**config.mk**
```make
export PLATFORM = sky130hd
export DESIGN_NAME = button_debounce
export DESIGN_NICKNAME = d
export VERILOG_FILES = /design/src/rtl/button_pkg.sv /design/src/rtl/debounce_cell.sv /design/src/rtl/button_debounce.sv
export SDC_FILE = /design/constraint.sdc
export NUM_CORES = 1
export LEC_CHECK = 0
export CAP_MARGIN = 10
export CELL_PAD_IN_SITES_DETAIL_PLACEMENT = 2
export CELL_PAD_IN_SITES_GLOBAL_PLACEMENT = 2
export CORE_UTILIZATION = 37
export CTS_BUF_LIST = sky130_fd_sc_hd__clkbuf_8
export DETAILED_ROUTE_END_ITERATION = 8
export HOLD_SLACK_MARGIN = 0.03
export PLACE_DENSITY = 0.84
export SETUP_SLACK_MARGIN = 0.4
export SLEW_MARGIN = 25
export SYNTH_ARGS = -nofsm -noshare
export SYNTH_HDL_FRONTEND = slang
export SYNTH_SLANG_ARGS = --single-unit
```
**constraint.sdc**
```tcl
create_clock -name clk -period 1.8 [get_ports clk]
set_clock_uncertainty 0.1 [all_clocks]
set_input_delay 0.18 -clock clk [delete_from_list [all_inputs] [get_ports clk]]
set_output_delay 0.18 -clock clk [all_outputs]
set_load 0.02 [all_outputs]
```
**src/rtl/button_pkg.sv**
```systemverilog
// Shared constants for the push-button input path.
// BTN_W is also used by the downstream edge/pause generator, so both stages
// agree on the button vector width.
package button_pkg;

    localparam int unsigned BTN_W                = 20;
    localparam int unsigned TICK_DIV_DEFAULT     = 50000;  // 1 ms at 50 MHz
    localparam int unsigned STABLE_TICKS_DEFAULT = 10;

    // Counter width for a modulus n, never narrower than one bit.
    function automatic int unsigned clog2_min1(input int unsigned n);
        return (n > 1) ? $clog2(n) : 1;
    endfunction

endpackage

```
**src/rtl/debounce_cell.sv**
```systemverilog
// Single-bit debouncer: 2-flop synchroniser, stability counter and the
// debounced output flop.
//
// Ports:
//   clk     - block clock
//   rst_n   - asynchronous active-low reset
//   tick    - sample strobe from the shared prescaler
//   raw     - raw pin level, already in pressed = 1 polarity
//   button  - debounced level
//   update  - combinational strobe, high in the cycle whose clock edge
//             loads a new value into button
module debounce_cell
    import button_pkg::*;
#(
    parameter int unsigned STABLE_TICKS = STABLE_TICKS_DEFAULT
) (
    input  logic clk,
    input  logic rst_n,
    input  logic tick,
    input  logic raw,
    output logic button,
    output logic update
);

    localparam int unsigned    CNT_W   = clog2_min1(STABLE_TICKS);
    localparam logic [CNT_W-1:0] CNT_MAX = CNT_W'(STABLE_TICKS - 1);

    logic [1:0]       sync_q;
    logic             sync;
    logic [CNT_W-1:0] cnt_q, cnt_d;
    logic             button_q, button_d;

    assign sync = sync_q[1];

    always_ff @(posedge clk or negedge rst_n) begin
        if (!rst_n) begin
            sync_q   <= 2'b00;
            cnt_q    <= '0;
            button_q <= 1'b0;
        end else begin
            sync_q   <= {sync_q[0], raw};
            cnt_q    <= cnt_d;
            button_q <= button_d;
        end
    end

    // cnt holds the number of consecutive differing samples seen so far; the
    // STABLE_TICKS-th one commits the new level.
    always_comb begin
        cnt_d    = cnt_q;
        button_d = button_q;
        update   = 1'b0;
        if (tick) begin
            if (sync == button_q) begin
                cnt_d = '0;
            end else if (cnt_q == CNT_MAX) begin
                button_d = sync;
                cnt_d    = '0;
                update   = 1'b1;
            end else begin
                cnt_d = cnt_q + 1'b1;
            end
        end
    end

    assign button = button_q;

endmodule

```
**src/rtl/button_debounce.sv**
```systemverilog
// Debounce stage for the board push-buttons. Synchronises and filters each
// raw pin and presents a level-stable, pressed = 1 button vector.
//
// Ports:
//   clk      - block clock
//   rst_n    - asynchronous active-low reset
//   btn_raw  - raw asynchronous pin levels (WIDTH)
//   button   - debounced levels, 1 = pressed (WIDTH)
//   changed  - one-cycle pulse aligned with any update of button
module button_debounce
    import button_pkg::*;
#(
    parameter int unsigned WIDTH        = BTN_W,
    parameter int unsigned TICK_DIV     = TICK_DIV_DEFAULT,
    parameter int unsigned STABLE_TICKS = STABLE_TICKS_DEFAULT,
    parameter bit          ACTIVE_LOW   = 1'b1
) (
    input  logic             clk,
    input  logic             rst_n,
    input  logic [WIDTH-1:0] btn_raw,
    output logic [WIDTH-1:0] button,
    output logic             changed
);

    localparam int unsigned      DIV_W   = clog2_min1(TICK_DIV);
    localparam logic [DIV_W-1:0] DIV_MAX = DIV_W'(TICK_DIV - 1);

    logic [DIV_W-1:0] div_q, div_d;
    logic             tick;
    logic [WIDTH-1:0] raw_pressed;
    logic [WIDTH-1:0] update;
    logic             changed_q;

    // Shared sample prescaler; with TICK_DIV = 1 div stays 0 and tick is
    // permanently high.
    assign tick = (div_q == DIV_MAX);

    always_comb begin
        div_d = div_q + 1'b1;
        if (tick) begin
            div_d = '0;
        end
    end

    always_ff @(posedge clk or negedge rst_n) begin
        if (!rst_n) begin
            div_q <= '0;
        end else begin
            div_q <= div_d;
        end
    end

    assign raw_pressed = ACTIVE_LOW ? ~btn_raw : btn_raw;

    for (genvar i = 0; i < WIDTH; i++) begin : g_cell
        debounce_cell #(
            .STABLE_TICKS (STABLE_TICKS)
        ) u_cell (
            .clk    (clk),
            .rst_n  (rst_n),
            .tick   (tick),
            .raw    (raw_pressed[i]),
            .button (button[i]),
            .update (update[i])
        );
    end

    // Cell update strobes are combinational ahead of the button flops, so
    // registering their OR lines changed up with the new button value.
    always_ff @(posedge clk or negedge rst_n) begin
        if (!rst_n) begin
            changed_q <= 1'b0;
        end else begin
            changed_q <= |update;
        end
    end

    assign changed = changed_q;

endmodule

```
After elaboration in Yosys (flattened, before gate mapping):

Index checks and enable logic that the tools add are counted.

* $add $sub $neg: 21
* equal/unequal tests: 41
* mux-type cells: 101
* bitwise logic cells: 21
* reduce and logical (&&, ||, !) cells: 21

Operator list (number)
* $mux 4: 40
* $add 4x1->4 const B: 20
* $eq 4x4->1 const B: 20
* $mux 1: 60
* $reduce_and 3->1: 20
* $eq 1x1->1: 20
* $not 1->1: 20
* $not 20->20: 1
* $reduce_or 20->1: 1
* $add 16x1->16 const B: 1
* $eq 16x16->1 const B: 1
* $mux 16: 1

* bits in registers: 157
* bits of input ports: 22

Longest topological paths before layout:

* depth after elaboration: 5
* mapped depth: 8

Modules after synthesis:

Synthesis repeated with hierarchy kept, for this count alone.

* cells, all modules: 699
* area total of the unflattened synthesis: 7737.4 sq um

Modules (own cells, without submodules)
* debounce_cell at g_cell[0].u_cell ...: times used 17, cells each 30, area an instance 342.8 sq um, seq. area each 175.2 sq um
* button_debounce: times used 1, cells each 99, area an instance 919.6 sq um, seq. area each 425.4 sq um
* debounce_cell at g_cell[8].u_cell ...: times used 2, cells each 31, area an instance 331.6 sq um, seq. area each 175.2 sq um
* debounce_cell at g_cell[7].u_cell: times used 1, cells each 28, area an instance 326.6 sq um, seq. area each 175.2 sq um

Least setup slack after synthesis:

No wires, ideal clock.

* path kind: register to register
* from: register div_q[0]
* to: register g_cell[16].u_cell.button_q
* data arrival time: 1.759 ns
* data required time: 1.575 ns
* path slack: -0.183 ns
* stages on the path, launching flop included: 8
* clock period less this slack: 1.983 ns
* cell sequence: dfrtp_1 ha_1 and3_1 nand4_4 buf_6 buf_2 nor2_1 mux2_2

* word-level cells in the longest chain between the ends: 2

Ends and longest elaborated chain
* start, declared: line button_debounce.sv:28 `logic [DIV_W-1:0] div_q, div_d;`
* start signal, assigned: line button_debounce.sv:49 `div_q <= div_d;`
* $eq 16x16->1: line button_debounce.sv:36 `assign tick = (div_q == DIV_MAX);`
* $reduce_and 3->1 (no line)
* end signal, assigned: line debounce_cell.sv:43 `button_q <= button_d;`
* end, declared: line debounce_cell.sv:31 `logic button_q, button_d;`

No other way between the ends.
A chain may end at the register's enable or synchronous reset.

Worst setup path in the final report:

* from: register div_q[7]
* to: register g_cell[5].u_cell.cnt_q[3]

* word-level cells in the longest chain between the ends: 1

Ends and longest elaborated chain
* $eq 16x16->1: line button_debounce.sv:36
* end signal, assigned: line debounce_cell.sv:42 `cnt_q <= cnt_d;`
* end, declared: line debounce_cell.sv:30 `logic [CNT_W-1:0] cnt_q, cnt_d;`

No other way between the ends.

==> flow_summary.json <==
{
  "route.detailed.wl_per_inst_um": 31.0,
  "fin_crit_ps": 2320,
  "tritoncts": "yes",
  "holdPathStages": 2,
  "setup_repair_after_global_routing_missed_its_margin": "true",
  "synthesis.area_um2": 7600,
  "postSynth.topFlopCell": "sky130_fd_sc_hd__dfrtp_1",
  "synth_sequential_area_ratio": 0.517,
  "synthCells": 727,
  "max_clock_freq_ghz": 0.432,
  "worst_ep_required_time_ps": 2050,
  "grt_pass1_vias": 7495,
  "clk_pin_slew_ps": 100,
  "cell_pwr_density_nw_per_um2": 627,
  "synth_seq_cells": 157,
  "gp_routability_congestion": 0.785,
  "final.period_utilization": 1.29,
  "max_stage_delay_ps": 480,
  "final_net_count": 934,
  "grt_first_pass_wirelength_um": 42900,
  "cts_inserted_buffers": 17,
  "totalWireLength_um": 35800,
  "placedCellCount": 1054,
  "gr-total-overflow": 0,
  "cp_data_arrival_time_ps": 2560,
  "cp_slowest_cell": "sky130_fd_sc_hd__dfrtp_1",
  "dieWidth_um": 145,
  "clk-insertion-delay-late_ps": 500,
  "grt_start_max_net_pins": 45,
  "drc": 0,
  "post-route-worst-setup-slack_ps": -516,
  "setup_total_negative_slack_ps": -32340,
  "worst_slew_margin_rel": 0.610,
  "synth-warning-count": 0,
  "cellLeakagePower_nw": 4.94,
  "vdd.ir_drop.worst_mv": 0.503,
  "timing.hold.worst.class": "in -> reg",
  "synthToLayoutAreaGrowth_pct": 43.8,
  "numPortBuffers": 42,
  "total_buffers_and_inverters_traversed_by_the_critical_path": 3,
  "core_region_area_um2": 20200,
  "synth_largest_type_area_fraction": 0.517,
  "rows": 52,
  "die_y_um": 145,
  "start_kind": "flop",
  "place.detailed.hpwl_um": 15100,
  "max-clock-path-buffers": 2,
  "crit_path_max_fanout": 16,
  "i_o_pins": 43,
  "timing.max_cap.violations": 0,
  "insertedDiodeCount": 0,
  "setup-violations-final": 110,
  "cpMostUsedCell": "sky130_fd_sc_hd__buf_4",
  "timing_hold_violations_final": 0,
  "initial_utilization": 0.377,
  "design_area_um2": 10900,
  "preCtsSetupSlack_ps": -330,
  "outcome": "finished, violations left",
  "end_kind": "flop",
  "crit_cells": 7,
  "global_route_total_usage_across_every_layer": 0.265,
  "vias": 6746,
  "layout.cells.non_filler": 1156,
  "async_flop_share": 1.00,
  "violations": "setup timing",
  "final.hold.worst_slack_ps": 57.2,
  "vias_per_cell": 5.84,
  "die_area_um2": 21100,
  "cts_root_buf": "sky130_fd_sc_hd__clkbuf_8",
  "average_cell_area_after_synthesis_um2": 10.5,
  "synth_area_leaders": "sky130_fd_sc_hd__dfrtp_1 52%, sky130_fd_sc_hd__o21ai_0 7.1%, sky130_fd_sc_hd__ha_1 6.4%, sky130_fd_sc_hd__xnor2_1 2.8%, sky130_fd_sc_hd__nand3_1 2.6%",
  "netlist-cell-type-count": 45,
  "syn-num-nets": 788,
  "final_max_slew_viol_count": 0,
  "h-tree-depth": 4,
  "drive_gt1_frac": 0.411,
  "drt_iter0_drc": 333,
  "antenna_found_initial": 0,
  "place_area_um2": 8720,
  "path_type_of_the_worst_setup_path": "reg -> reg",
  "list_of_cells_traversed_by_the_critical_path": "nor4b_4 > nand4_4 > buf_4 > buf_4 > clkbuf_16 > o21ai_1 > o31ai_4",
  "yosysTopAreaCell": "sky130_fd_sc_hd__dfrtp_1",
  "first_pass_iters": 4,
  "final_antenna_net_count": 0,
  "number_of_enable_type_register_cells_in_the_synthesized_netlist": 0,
  "cpLargestDelayFamily": "simple AND/OR/NAND/NOR gates",
  "clock_sink_count": 157,
  "max_slew.worst_pin.slew_ps": 578,
  "rr_worst_depth": 7
}
## metal layers
layer	global-route usage	vias to the layer above	part of all wire
met5	0	-	0
met4	0.114	0	0.062
met3	0.0513	131	0.039
met2	0.498	214	0.54
met1	0.290	3530	0.36
li1	-	2871	-
## registers in the layout, summed over array words and instances, names as in the netlist
signal and cells:
g_cell.u_cell.button 20, changed 1, g_cell.u_cell.sync_q 40, div_q 16, g_cell.u_cell.cnt_q 80
## final cells by class
cell class,instances,area [um2]
clock inverters,9,92.6
repair buffers,167,1690
flip-flops and latches,157,3930
clock buffers,23,317
multi-input cells,490,4410
well taps,270,338
inverters,40,150
fillers,1908,9240
## where the power goes
part	internal [mW]	leakage [nW]	total [mW]	switching (mW)
clock network	1.43	0.223	2.94	1.51
logic	0.112	2.64	0.299	0.187
registers	3.57	2.08	3.61	0.0391
total	5.11	4.94	6.85	1.73
## synthesized netlist by cell type (4+ instances only)
cell and instances:
sky130_fd_sc_hd__nand3_1 40, sky130_fd_sc_hd__and2_1 4, sky130_fd_sc_hd__or3_4 4, sky130_fd_sc_hd__nor4_1 6
sky130_fd_sc_hd__o22ai_1 7, sky130_fd_sc_hd__xnor2_1 24, sky130_fd_sc_hd__nor2_1 18, sky130_fd_sc_hd__buf_4 20
sky130_fd_sc_hd__o41ai_1 5, sky130_fd_sc_hd__buf_2 7, sky130_fd_sc_hd__nand2_1 52, sky130_fd_sc_hd__nor3b_1 16
sky130_fd_sc_hd__ha_1 39, sky130_fd_sc_hd__a21o_1 4, sky130_fd_sc_hd__and3b_1 18, sky130_fd_sc_hd__dfrtp_1 157
sky130_fd_sc_hd__or3_1 12, sky130_fd_sc_hd__a21oi_1 7, sky130_fd_sc_hd__inv_1 40, sky130_fd_sc_hd__and4_1 4
sky130_fd_sc_hd__nand3b_1 18, sky130_fd_sc_hd__xor2_1 8, sky130_fd_sc_hd__clkbuf_1 11, sky130_fd_sc_hd__a22o_1 4
sky130_fd_sc_hd__o31ai_1 13, sky130_fd_sc_hd__mux2_2 6, sky130_fd_sc_hd__o21ai_0 108, sky130_fd_sc_hd__nor3_1 18
sky130_fd_sc_hd__or4_1 16, sky130_fd_sc_hd__nand2b_1 16
## cell families after synthesis
kind of cell / synth area share
AO/OA/AOI/OAI: 0.115
XOR/XNOR: 0.0369
adder cells (fa/ha/maj): 0.0642
buffers and inverters: 0.0517
flip-flops: 0.517
multiplexers: 0.00889
AND/OR/NAND/NOR: 0.207
## timing repair
action	CTS	global route
hold buffers	1	0
endpoints found under the hold margin	157	0
gates cloned	1	6
resized for setup	206	203
buffers inserted	31	31
pin swaps	13	36
setup endpoints to repair	135	128
## cell usage in the layout (no fill, tap or decap), drive strengths merged, types with 7 or more instances in the layout
master / Yosys / routed
dfrtp: 157 / 157
buf: 28 / 140
o21ai: 109 / 109
nand2: 52 / 52
inv: 40 / 44
nand3: 40 / 40
ha: 39 / 39
clkbuf: 12 / 29
xnor2: 24 / 24
clkdlybuf4s50: 0 / 20
nand3b: 18 / 18
and3b: 18 / 18
nor3: 18 / 18
nor2: 18 / 18
nand2b: 16 / 16
nor3b: 16 / 16
or3: 16 / 16
or4: 16 / 16
o31ai: 13 / 13
xor2: 8 / 8
a21oi: 7 / 7
o22ai: 7 / 7
## worst register-to-register path, delay by kind of cell (launching register included)
kind	cells	cell delay, ps
compound gates	2	520
buf+inv	3	520
flops	1	480
simple gates	2	550
## metrics by stage
| stage | utilization | power, mW |
|---|---|---|
| final | 0.542 | 6.85 |
| after global routing | 0.542 | 7.01 |
| after CTS | 0.483 | 6.71 |
| after detailed placement | 0.432 | 3.92 |
| after global placement | 0.432 | 3.89 |
| after floorplan | - | 3.73 |
## path summary, 6_finish.rpt
path / slack, ps / start / to
worst max-delay path: -520 / div_q[7] / g_cell[5].u_cell.cnt_q[3]
worst min-delay path: 60 / btn_raw[9] / g_cell[9].u_cell.sync_q[0]
worst max register to register: -520 / div_q[7] / g_cell[5].u_cell.cnt_q[3]
worst min register to register: 260 / g_cell[11].u_cell.sync_q[0] / g_cell[11].u_cell.sync_q[1]
max in group asynchronous: 830 / rst_n / g_cell[0].u_cell.button
min in group asynchronous: 90 / rst_n / g_cell[7].u_cell.cnt_q[0]
Note: power is estimated with default switching activity, not from simulation.
